`src/rtl/parity_packet_ctrl.sv`:
```
// Packet parity controller: forwards words with generated parity through one
// register stage and reports per-packet parity/error/overflow status.
module parity_packet_ctrl #(
  parameter int DATA_WIDTH  = 8,
  parameter int PARITY_TYPE = 0,
  parameter int MAX_WORDS   = 16
) (
  input  logic                             clk,
  input  logic                             rst_n,
  input  logic                             s_valid,
  output logic                             s_ready,
  input  logic [DATA_WIDTH-1:0]            s_data,
  input  logic                             s_last,
  input  logic                             s_par_in,
  input  logic                             check_en,
  output logic                             m_valid,
  input  logic                             m_ready,
  output logic [DATA_WIDTH-1:0]            m_data,
  output logic                             m_parity,
  output logic                             m_last,
  output logic                             pkt_done,
  output logic                             pkt_parity,
  output logic                             pkt_err,
  output logic                             pkt_ovf,
  output logic [$clog2(MAX_WORDS+1)-1:0]   word_count
);

  localparam int CW = $clog2(MAX_WORDS + 1);
  localparam logic [CW-1:0] CNT_LAST = CW'(MAX_WORDS - 1);
  localparam logic PAR_INIT = (PARITY_TYPE != 0);

  localparam logic [1:0] IDLE   = 2'd0;
  localparam logic [1:0] ACTIVE = 2'd1;
  localparam logic [1:0] DONE   = 2'd2;

  logic [1:0]    state;
  logic [CW-1:0] cnt;
  logic          acc_par;
  logic          acc_err;

  logic word_par;
  logic accept;
  logic at_max;
  logic closing;
  logic word_err;

  always_comb begin
    word_par = (^s_data) ^ PAR_INIT;
    s_ready  = (state != DONE) && (!m_valid || m_ready);
    accept   = s_valid && s_ready;
    at_max   = (cnt == CNT_LAST);
    closing  = s_last || at_max;
    word_err = check_en && (s_par_in != word_par);
  end

  always_ff @(posedge clk) begin
    if (!rst_n) begin
      state <= IDLE;
    end else begin
      case (state)
        IDLE, ACTIVE: if (accept) state <= closing ? DONE : ACTIVE;
        DONE:         state <= IDLE;
        default:      state <= IDLE;
      endcase
    end
  end

  // Single output register: reloads whenever a word is accepted, which the
  // s_ready term only allows when the stage is empty or draining this cycle.
  always_ff @(posedge clk) begin
    if (!rst_n) begin
      m_valid  <= 1'b0;
      m_data   <= '0;
      m_parity <= 1'b0;
      m_last   <= 1'b0;
    end else if (accept) begin
      m_valid  <= 1'b1;
      m_data   <= s_data;
      m_parity <= word_par;
      m_last   <= closing;
    end else if (m_ready) begin
      m_valid  <= 1'b0;
    end
  end

  // The closing word is folded straight into the reported result so the
  // accumulators can clear on the same edge.
  always_ff @(posedge clk) begin
    if (!rst_n) begin
      cnt        <= '0;
      acc_par    <= 1'b0;
      acc_err    <= 1'b0;
      pkt_done   <= 1'b0;
      pkt_parity <= 1'b0;
      pkt_err    <= 1'b0;
      pkt_ovf    <= 1'b0;
      word_count <= '0;
    end else begin
      pkt_done <= 1'b0;
      if (accept) begin
        if (closing) begin
          pkt_done   <= 1'b1;
          pkt_parity <= acc_par ^ word_par;
          pkt_err    <= acc_err | word_err;
          pkt_ovf    <= !s_last;
          word_count <= cnt + CW'(1);
          cnt        <= '0;
          acc_par    <= 1'b0;
          acc_err    <= 1'b0;
        end else begin
          cnt        <= cnt + CW'(1);
          acc_par    <= acc_par ^ word_par;
          acc_err    <= acc_err | word_err;
        end
      end
    end
  end

endmodule

```
`config.mk`:
```
export PLATFORM = sky130hd
export DESIGN_NAME = parity_packet_ctrl
export DESIGN_NICKNAME = d
export VERILOG_FILES = /design/src/rtl/parity_packet_ctrl.sv
export SDC_FILE = /design/constraint.sdc
export NUM_CORES = 1
export LEC_CHECK = 0
export CORE_UTILIZATION = 30
export DETAILED_ROUTE_END_ITERATION = 12
export GPL_TIMING_DRIVEN = 0
export PLACE_DENSITY = 0.53
export SLEW_MARGIN = 0
export SYNTH_ARGS = -nofsm -noshare
export SYNTH_HDL_FRONTEND = slang
export SYNTH_SLANG_ARGS = --single-unit
```
`constraint.sdc`:
```
create_clock -name clk -period 2.5 [get_ports clk]
set_input_delay 0.5 -clock clk [delete_from_list [all_inputs] [get_ports clk]]
set_output_delay 0.5 -clock clk [all_outputs]
set_load 0.005 [all_outputs]
```
# ---- Yosys cells after proc, flatten, opt, wreduce, memory -nomap -nowiden
# Index checks and enable logic that the tools add are counted.
dict set report word_totals {
  register_bits 29
  input_bits 15
}
dict set report op_classes {
  bitwise 2
  muxes 7
  n_reduce_logical 14
  eq_ne 4
  n_addsub 1
}
# cell count
set ops {}
lappend ops {{$reduce_xor 8->1} 1}
lappend ops {{$reduce_and 2->1} 3}
lappend ops {{$add 5x1->5 const B} 1}
lappend ops {{$eq 5x4->1 const B} 1}
lappend ops {{$mux 1} 5}
lappend ops {{$mux 5} 1}
lappend ops {{$logic_and 1x1->1} 3}
lappend ops {{$eq 2x1->1 const B} 1}
lappend ops {{$logic_not 1->1} 2}
lappend ops {{$logic_not 2->1} 1}
lappend ops {{$logic_or 1x1->1} 2}
lappend ops {{$mux 2} 1}
lappend ops {{$ne 2x2->1 const B} 1}
lappend ops {{$reduce_bool 2->1} 1}
lappend ops {{$reduce_or 2->1} 1}
lappend ops {{$ne 1x1->1} 1}
lappend ops {{$or 1x1->1} 1}
lappend ops {{$xor 1x1->1} 1}

# ---- Depth between registers and ports, before layout
dict set report depth {
  ltp_word 5
  ltp_mapped 8
}

# ---- Worst setup path after synthesis
# Ideal clock, no wire load.
dict set report synth_timing {
  path_type {register -> register}
  startpoint {reg cnt[0]}
  endpoint {reg acc_err}
  path_buffers 1
  required_time_ns 2.421
  setup_slack_ns 0.508
  setup_ns 0.079
  stages_incl_launch_ff 9
  synth_period_minus_slack_ns 1.992
  arrival_ns 1.913
  path_cell_list {dfxtp_1 -> ha_1 -> and3_1 -> ha_1 -> or2_2 -> clkbuf_1 -> a21oi_2 -> nand4_1 -> o211ai_1}
}
dict set report synth_via {
  elab_chain_len 3
}
# item line
set synth_lines {}
lappend synth_lines {{from (decl)} 37} ;# logic [CW-1:0] cnt;
lappend synth_lines {{from (signal assigned)} 111} ;# cnt <= cnt + CW'(1);
lappend synth_lines {{$eq 5x4->1} 51} ;# at_max = (cnt == CNT_LAST);
lappend synth_lines {{$logic_or 1x1->1} 52} ;# closing = s_last || at_max;
lappend synth_lines {{$mux 1} 101} ;# if (closing) begin
lappend synth_lines {{to (signal assigned)} 113} ;# acc_err <= acc_err | word_err;
lappend synth_lines {{to (decl)} 39} ;# logic acc_err;
# No other way between the ends.
# A chain may end at the register's enable or synchronous reset.

# ---- Worst setup path in the final report
# Same ends and word-level chain as after synthesis.

==> run metrics <==
outcome=complete, no violations; post-detailed-placement half-perimeter wirelength=1950 um; H-tree levels=2; # IOs=36; Final Cell Area=1730 um^2; clock root cell=clkbuf_8; Crit path required time=2.71 ns; most frequent cells in the layout=clkdlybuf4s50_1 (35), dfxtp_1 (29), nand2_1 (27), a21oi_1 (15); Routed WL=2680 um; P&R area growth vs syn=46.0%; n_diodes=0; Synth Instances=approximately 140; worst path arrival time=between 2 and 3 ns; post-route antenna net violation count=0; CP max stage delay=0.42 ns; flop and latch count out of synthesis=29; Starting Density=0.319; clk slew on worst S/H paths=around 0.07 ns; DR WL/cell=roughly 12 um; Cell Pwr Density=around 750 nW/um^2; crit end category=flop; gr ovfl total=0; Avg Cell Area, Syn=8.58 um^2; Netlist cell types=28; Post-Route Skew=approximately 0.0077 ns; GP Congestion=just over 0.7; Worst Path Max Fanout=10; CP Launch Type=flop; Synth Net Count=155; setup violators final=0; placed instance area=1590 um^2; CP max-delay cell=a21oi_2; max-slew violation count=0; kind of critical path=flop to flop; CTS tree=yes; fin crit share=0.917; setup total negative slack=0 ns; initial antenna violation count=0; Cells after DPL=221; commonest non-fill, non-tap cell in the layout=clkdlybuf4s50_1; via count of the first global-routing pass=about 1000; first-pass GRT wire length=between 4000 and 5000 um; Initial DRC Count=12; Tot Pwr=1.29 mW; Post-Layout Cell Count=229; register area share after synthesis=0.490; MaxCap Viol Count=0; Worst VDD drop=approximately 0.33 mV; Nets=197; DIE WIDTH=64.8 um; Hold Violations, Final=0; synth warn=0; Post-CTS Setup Bufs=0; WHS=0.441 ns; # rows=22; Total GRT Usage=0.147; CP cell instances=ha_1, and3_1, ha_1, or2_2, clkbuf_1, a21oi_2, nand4_1, o211ai_1; leakage=roughly 0.64 nW; dpl ws=roughly 0.22 ns; RSZ-0062 raised after global routing=false; total core area=3720 um^2; Least-Margin Pin Slew=0.480 ns; minimum clock period after layout=roughly 2.3 ns; die height=64.8 um; Port Buffers=35; Max Freq=0.436 GHz; largest net degree at the start of global routing=11; min-delay worst type=flop to flop; clock latency on the worst-skew pair=about 0.29 ns; setup slack after layout=about 0.21 ns; post-CTS resize count=0; router iterations before antenna repair=4; CTS sink cnt=29; die area=around 4200 um^2; share of post-route cells with drive strength above 1=0.0773; post-synthesis cell area=roughly 1200 um^2; Vias=1073; utilization after layout=0.465; Slew headroom=0.680; Max clock buf depth=2; DR vias/cell=approximately 4.7; drt drc=0; total CTS buffers=5; CP dominant cell by count=ha_1; hold bufs inserted after CTS=0
[layer usage]
metal / up-vias / part of all wire / GRT usage
met4: 0 / 0.015 / 0.0583
met1: 484 / 0.46 / 0.166
met3: 6 / 0.093 / 0.0792
li1: 547 / - / -
met5: - / 0 / 0
met2: 36 / 0.43 / 0.230
[critical path, delay by kind of cell (launching register included)]
family | cells | cell delay, ns
AO/OA/AOI/OAI | 2 | 0.58
adder cells (fa/ha/maj) | 2 | 0.47
buffers and inverters | 1 | 0.17
flip-flops | 1 | 0.35
AND/OR/NAND/NOR | 3 | 0.63
[Yosys cell counts (all sizes together)]
master,n,share of area
clkbuf,4,0.013
buf,3,0.012
and3,2,0.011
inv,4,0.013
o21ai,7,0.030
nand3,4,0.017
a31oi,1,0.0053
xor2,2,0.015
a22o,1,0.0074
a211oi,1,0.0063
nand2b,2,0.011
ha,2,0.021
or2,1,0.0053
nand2,27,0.086
nand3b,3,0.019
dfxtp,29,0.49
o32ai,1,0.014
o211ai,1,0.0063
xnor2,10,0.080
nand4,1,0.0053
nor2,9,0.029
nor3,5,0.021
and2,1,0.0053
a21oi,16,0.071
mux2i,1,0.0085
[layout make-up]
type                    count  area [um^2]
clock inverters             3         65.1
repair buffers             35          350
clock buffers               5         68.8
multi-input cells          98          559
plain buffers               7         28.8
fillers                   385         1990
inverters                   4         15.0
flip-flops and latches     29          581
well taps                  48         60.1
[kinds of logic (layout without fill, tap and decap cells)]
kind of cell | Yosys count | count (layout) | share of synthesized area
AOI/OAI and AO/OA | 28 | 28 | 0.140
xor gates and xnor gates | 12 | 12 | 0.0951
adders and majority gates | 2 | 2 | 0.0211
buffers and inverters | 11 | 54 | 0.0370
DFF | 29 | 29 | 0.490
muxes | 1 | 1 | 0.00846
and+or+nand+nor | 55 | 55 | 0.208
[flip-flops by register name, indices dropped and copies added (netlist names)]
register    count
state           2
pkt_parity      1
acc_err         1
word_count      5
m_valid         1
pkt_done        1
m_data          8
acc_par         1
cnt             5
pkt_err         1
m_parity        1
pkt_ovf         1
m_last          1
[final timing paths]
kind / startpoint / endpoint / slack (ns) / depth (start not counted)
hold reg to reg: state[1]$_SDFFE_PN0P_ / state[1]$_SDFFE_PN0P_ / 0.44 / 1
setup reg to reg: cnt[0]$_SDFFE_PN0P_ / acc_err$_SDFFE_PN0P_ / 0.21 / 8
setup / recovery: cnt[0]$_SDFFE_PN0P_ / acc_err$_SDFFE_PN0P_ / 0.21 / 8
hold / removal: state[1]$_SDFFE_PN0P_ / state[1]$_SDFFE_PN0P_ / 0.44 / 1
[where the power goes]
part | switching (mW) | internal (mW)
logic | 0.0937 | 0.108
registers | 0.0159 | 0.490
clock network | 0.187 | 0.396
Note: power is estimated with default switching activity, not from simulation.
